[src/rtl/retospect_bs_loader.sv]
// retospect_bs_loader: host-side writer for the neurochip configuration shift chain.
// Accepts config bytes on a valid/ready stream and serialises them LSB-first onto
// bs_out, holding config_en high for exactly CHAIN_LEN shift cycles per load.
// Optional readback of the chain's previous contents: define RETOSPECT_BS_READBACK_EN.
module retospect_bs_loader #(
    parameter int unsigned CHAIN_LEN = 523,
    parameter int unsigned CNT_W     = 10
) (
    input  logic       clk,
    input  logic       reset,
    input  logic       start,
    input  logic [7:0] din,
    input  logic       din_valid,
    output logic       din_ready,
    output logic       config_en,
    output logic       bs_out,
    input  logic       bs_ret,
    output logic       busy,
    output logic       done,
    output logic [7:0] rb_data,
    output logic       rb_valid
);

    typedef enum logic [1:0] {
        ST_IDLE,
        ST_WAIT,
        ST_SHIFT,
        ST_DONE
    } state_t;

    state_t           state;
    logic [CNT_W-1:0] bit_cnt;
    logic [2:0]       byte_bit;
    logic [7:0]       sr;
    logic             last_bit;
    logic             byte_end;

    // Current SHIFT cycle emits the final chain bit / the last bit of a byte with more to come.
    assign last_bit = (bit_cnt == CNT_W'(CHAIN_LEN - 1));
    assign byte_end = (byte_bit == 3'd7) && !last_bit;

    // Handshake is combinational so a held byte can be taken with no shift gap.
    assign din_ready = (state == ST_WAIT) || ((state == ST_SHIFT) && byte_end);

    // Load sequencer: state, counters, shift register and registered chain outputs.
    always_ff @(posedge clk or posedge reset) begin
        if (reset) begin
            state     <= ST_IDLE;
            bit_cnt   <= '0;
            byte_bit  <= '0;
            sr        <= '0;
            config_en <= 1'b0;
            bs_out    <= 1'b0;
            busy      <= 1'b0;
            done      <= 1'b0;
        end else begin
            config_en <= 1'b0;
            done      <= 1'b0;
            case (state)
                ST_IDLE: begin
                    if (start) begin
                        state   <= ST_WAIT;
                        bit_cnt <= '0;
                        busy    <= 1'b1;
                    end
                end
                ST_WAIT: begin
                    if (din_valid) begin
                        sr       <= din;
                        byte_bit <= '0;
                        state    <= ST_SHIFT;
                    end
                end
                ST_SHIFT: begin
                    config_en <= 1'b1;
                    bs_out    <= sr[0];
                    bit_cnt   <= bit_cnt + CNT_W'(1);
                    byte_bit  <= byte_bit + 3'd1;
                    if (last_bit) begin
                        state <= ST_DONE;
                        done  <= 1'b1;
                    end else if (byte_end) begin
                        if (din_valid) begin
                            sr <= din;
                        end else begin
                            state <= ST_WAIT;
                        end
                    end else begin
                        sr <= {1'b0, sr[7:1]};
                    end
                end
                ST_DONE: begin
                    busy  <= 1'b0;
                    state <= ST_IDLE;
                end
                default: state <= ST_IDLE;
            endcase
        end
    end

`ifdef RETOSPECT_BS_READBACK_EN
    localparam int unsigned REM   = CHAIN_LEN % 8;
    localparam int unsigned RB_SH = (REM == 0) ? 0 : (8 - REM);

    logic [7:0] rb_sr;
    logic [2:0] rb_cnt;
    logic [7:0] rb_next;

    assign rb_next = {bs_ret, rb_sr[7:1]};

    // Capture the old tail bit on every chain shift; the last shift of a load lands in DONE.
    always_ff @(posedge clk or posedge reset) begin
        if (reset) begin
            rb_sr    <= '0;
            rb_cnt   <= '0;
            rb_data  <= '0;
            rb_valid <= 1'b0;
        end else begin
            rb_valid <= 1'b0;
            if ((state == ST_IDLE) && start) begin
                rb_cnt <= '0;
            end else if (config_en) begin
                rb_sr  <= rb_next;
                rb_cnt <= rb_cnt + 3'd1;
                if (state == ST_DONE) begin
                    rb_valid <= 1'b1;
                    rb_data  <= rb_next >> RB_SH;
                end else if (rb_cnt == 3'd7) begin
                    rb_valid <= 1'b1;
                    rb_data  <= rb_next;
                end
            end
        end
    end
`else
    logic rb_unused;
    assign rb_unused = bs_ret;
    assign rb_data   = '0;
    assign rb_valid  = 1'b0;
`endif

endmodule

[config.mk]
export PLATFORM = sky130hd
export DESIGN_NAME = retospect_bs_loader
export DESIGN_NICKNAME = d
export VERILOG_FILES = /design/src/rtl/retospect_bs_loader.sv
export SDC_FILE = /design/constraint.sdc
export NUM_CORES = 1
export LEC_CHECK = 0
export BUFFER_PORTS_ARGS = -buffer_cell sky130_fd_sc_hd__clkbuf_2
export CORE_MARGIN = 4
export CORE_UTILIZATION = 50
export DETAILED_ROUTE_END_ITERATION = 10
export PLACE_DENSITY = 0.77
export RECOVER_POWER = 100
export SYNTH_ARGS = -nofsm -noshare
export SYNTH_HDL_FRONTEND = slang
export SYNTH_SLANG_ARGS = --single-unit
[constraint.sdc]
create_clock -name clk -period 1.9 [get_ports clk]
set_clock_uncertainty 0.1 [all_clocks]
set_input_delay 0 -clock clk [delete_from_list [all_inputs] [get_ports clk]]
set_output_delay 0 -clock clk [all_outputs]
set_load 0.01 [all_outputs]
==> flow_summary.yaml <==
status:
  outcome: "completed"
clocking:
  clock_path_buffers: 2
  cts_sinks: 27
  cts_tree: "built"
  clk-insertion-delay-late_ps: 340
  h-tree-depth: 1
  cts.clk_slew.worst_paths_ps: 150
  root_buffer: "clkbuf_4"
  numCtsBuffers: 3
layout:
  layout-drive-gt1-share_pct: 22.4
  layout.nets: 210
  mostFrequentLayoutCells: "dfrtp_1 (25), o21ai_0 (22), nand2_1 (19), clkbuf_2 (12)"
  area_delta_synth_final_pct: 17.0
  diodes: 0
  fin_util_pct: 63.1
  post-route-cell-area_um2: 1790
  final_common_cell: "dfrtp_1"
  num-fill-cells: 244
floorplanning:
  initial_core_util_pct: 54.0
  rows: 19
  placeableCoreArea_um2: 2830
  dieHeight_um: 63.3
  io_pins: 27
  die_w_um: 63.3
  dieArea_um2: 4000
worst_setup_path:
  cp.required_ps: 1800
  r2r-start: "bit_cnt[4]"
  cp_data_arrival_time_ps: 1740
  worst-r2r-cell-count: 6
  r2r-end: "sr[7]"
  cp-start-kind: "flop"
  worstSetupPathType: "flop to primary output"
  endpoint_kind: "primary output"
  ff2ff_setup_slack_ps: 60
  crit_path_max_fanout: 6
route:
  wl_per_cell_um: 15.0
  drc: 0
  totalWireLength_um: 3350
  viasPerCell: 5.80
  vias: 1294
  drt_iter0_markers: 92
  dr.pass1.iters: 4
  ant_nets: 0
yosys:
  yosysUniqueCellTypes: 45
  syn_avg_cell_area_um2: 9.66
  syn_area_um2: 1530
  ys_ff_latch: 27
  synthCells: 158
  synth_seq_area_share_pct: 44.3
  yosysWarnings: 0
hold_path:
  min-delay-path-class: "input port to asynchronous set/reset pin"
power_and_ir_drop:
  switching_share_pct: 40.5
  powerDensity_nw_per_um2: 1160
  combPwrFrac_pct: 45.1
  leakage_nw: 0.826
  vdd_drop_max_mv: 0.548
  power_frac_clock_pct: 12.4
  p_seq_share_pct: 42.5
  internal_power_w: 0.00123
  switchingPower_w: 0.000840
global_route:
  grt_pass1_vias: 1191
  grt_pass1_wl_um: 5530
  grt_max_degree: 28
  grt_use_total_pct: 17.0
  gr-total-overflow: 0
  antenna_found_initial: 0
placement:
  placed_area_um2: 1610
  hpwl_um: 2320
  dp_slack_ps: 52.6
  gp_congestion: 0.842
  io_buffers: 16
sta:
  worst_pin_slew_ps: 677
  setup_viol: 0
  fmax_ghz: 0.543
  rsz0062_at_grt: "true"
  finalSetupTns_ps: 0
  fin_crit_sh_pct: 96.9
  slew_violations: 0
  hold_violations: 0
  fin_crit_ps: 1840
  setup_slack_ps: 58.1
  hold_ws_ps: 259
  slew_headroom_pct: 54.8
job:
  cap_violations: 0
## synth_stat cells (all sizes together)
cell | n | area share (%)
a31oi | 2 | 1.8
conb | 1 | 0.25
clkbuf | 1 | 0.25
nand3b | 2 | 1.2
o2bb2ai | 1 | 0.57
inv | 5 | 1.2
a21oi | 11 | 3.6
ha | 4 | 3.3
and2b | 1 | 0.49
nor2 | 12 | 3.0
or2b | 2 | 1.1
a21o | 1 | 0.57
nor3 | 1 | 0.33
a21boi | 1 | 0.74
nand4 | 1 | 0.41
or3 | 1 | 0.41
nor4 | 1 | 0.82
nor3b | 1 | 0.82
a32o | 7 | 4.6
o21a | 1 | 0.49
dfrtp | 27 | 44
mux2i | 1 | 0.66
and3 | 2 | 0.82
o22ai | 1 | 0.41
o41ai | 1 | 0.57
nor4b | 1 | 1.6
o21ai | 23 | 7.8
o211ai | 1 | 0.49
a22o | 1 | 0.57
nand2b | 1 | 0.57
nand2 | 20 | 5.1
nand4b | 1 | 1.6
buf | 13 | 6.8
o311ai | 1 | 0.57
nand3 | 6 | 2.0
and2 | 1 | 0.41
## metrics by stage
step	total power [W]	cells
4_1_cts	0.00204	219
5_1_grt	0.00225	223
3_5_place_dp	0.00177	204
2_1_floorplan	0.00155	166
6_report	0.00207	223
3_3_place_gp	0.00172	204
## layout make-up
cell class                      count  area (um2)  area share (%)
Timing Repair Buffer               36         250            14.0
Sequential cell                    27         678            38.0
Multi-Input combinational cell    120         773            43.3
Inverter                            5        18.8            1.05
Clock buffer                        4        26.3            1.47
Tap cell                           31        38.8            2.17
## worst max-delay path: stages (launching register included)
cell and delay (ps):
dfrtp_2 460, nor4b_4 390, nand4b_4 220, nand2_2 130, o21ai_2 70, buf_2 150
## power groups by stage
stage	sequential (W)	combinational (W)	clock (W)
floorplan	0.000860	0.000693	0
global placement	0.000876	0.000839	0
detailed placement	0.000888	0.000881	0
CTS	0.000876	0.000900	0.000263
global route	0.000902	0.00106	0.000288
finish	0.000882	0.000935	0.000258
## registers in the layout, summed over array words and instances, names as in the netlist
signal	count
byte_bit	3
config_en	1
bit_cnt	10
busy	1
state	2
done	1
bs_out	1
sr	8
## what timing repair did
action,in CTS,in global routing
hold buffers,11,0
hold endpoints to repair,38,0
buffers inserted,0,4
setup endpoints to repair,0,9
resized for setup,0,9
## layer usage
metal	share of wire (%)	vias to the layer above	GRT usage, %	wire (um)
met5	0	-	0	0
met4	1.0	0	5.39	34
met3	5.6	4	2.31	186
met2	48	39	28.7	1620
met1	45	634	22.5	1510
li1	-	617	-	-
## worst max path at each step
stage | slack [ps] | to | cells past startpoint | from
3_3_place_gp | 110 | sr[1] | 6 | byte_bit[0]
4_1_cts | 20 | sr[3] | 6 | byte_bit[0]
5_1_grt | -30 | din_ready | 5 | bit_cnt[4]
6_report | 60 | din_ready | 5 | bit_cnt[4]
2_1_floorplan | 140 | sr[0] | 7 | byte_bit[0]
3_5_place_dp | 50 | sr[4] | 6 | byte_bit[0]
## logic make-up after synthesis
| kind of cell | Yosys count | synth area share (%) |
|---|---|---|
| buffers and inverters | 19 | 8.28 |
| multiplexers | 1 | 0.656 |
| adder cells (fa/ha/maj) | 4 | 3.28 |
| AND/OR/NAND/NOR | 54 | 20.5 |
| other | 1 | 0.246 |
| flip-flops | 27 | 44.3 |
| AO/OA/AOI/OAI | 52 | 22.8 |
(Power assumes the default switching activity.)
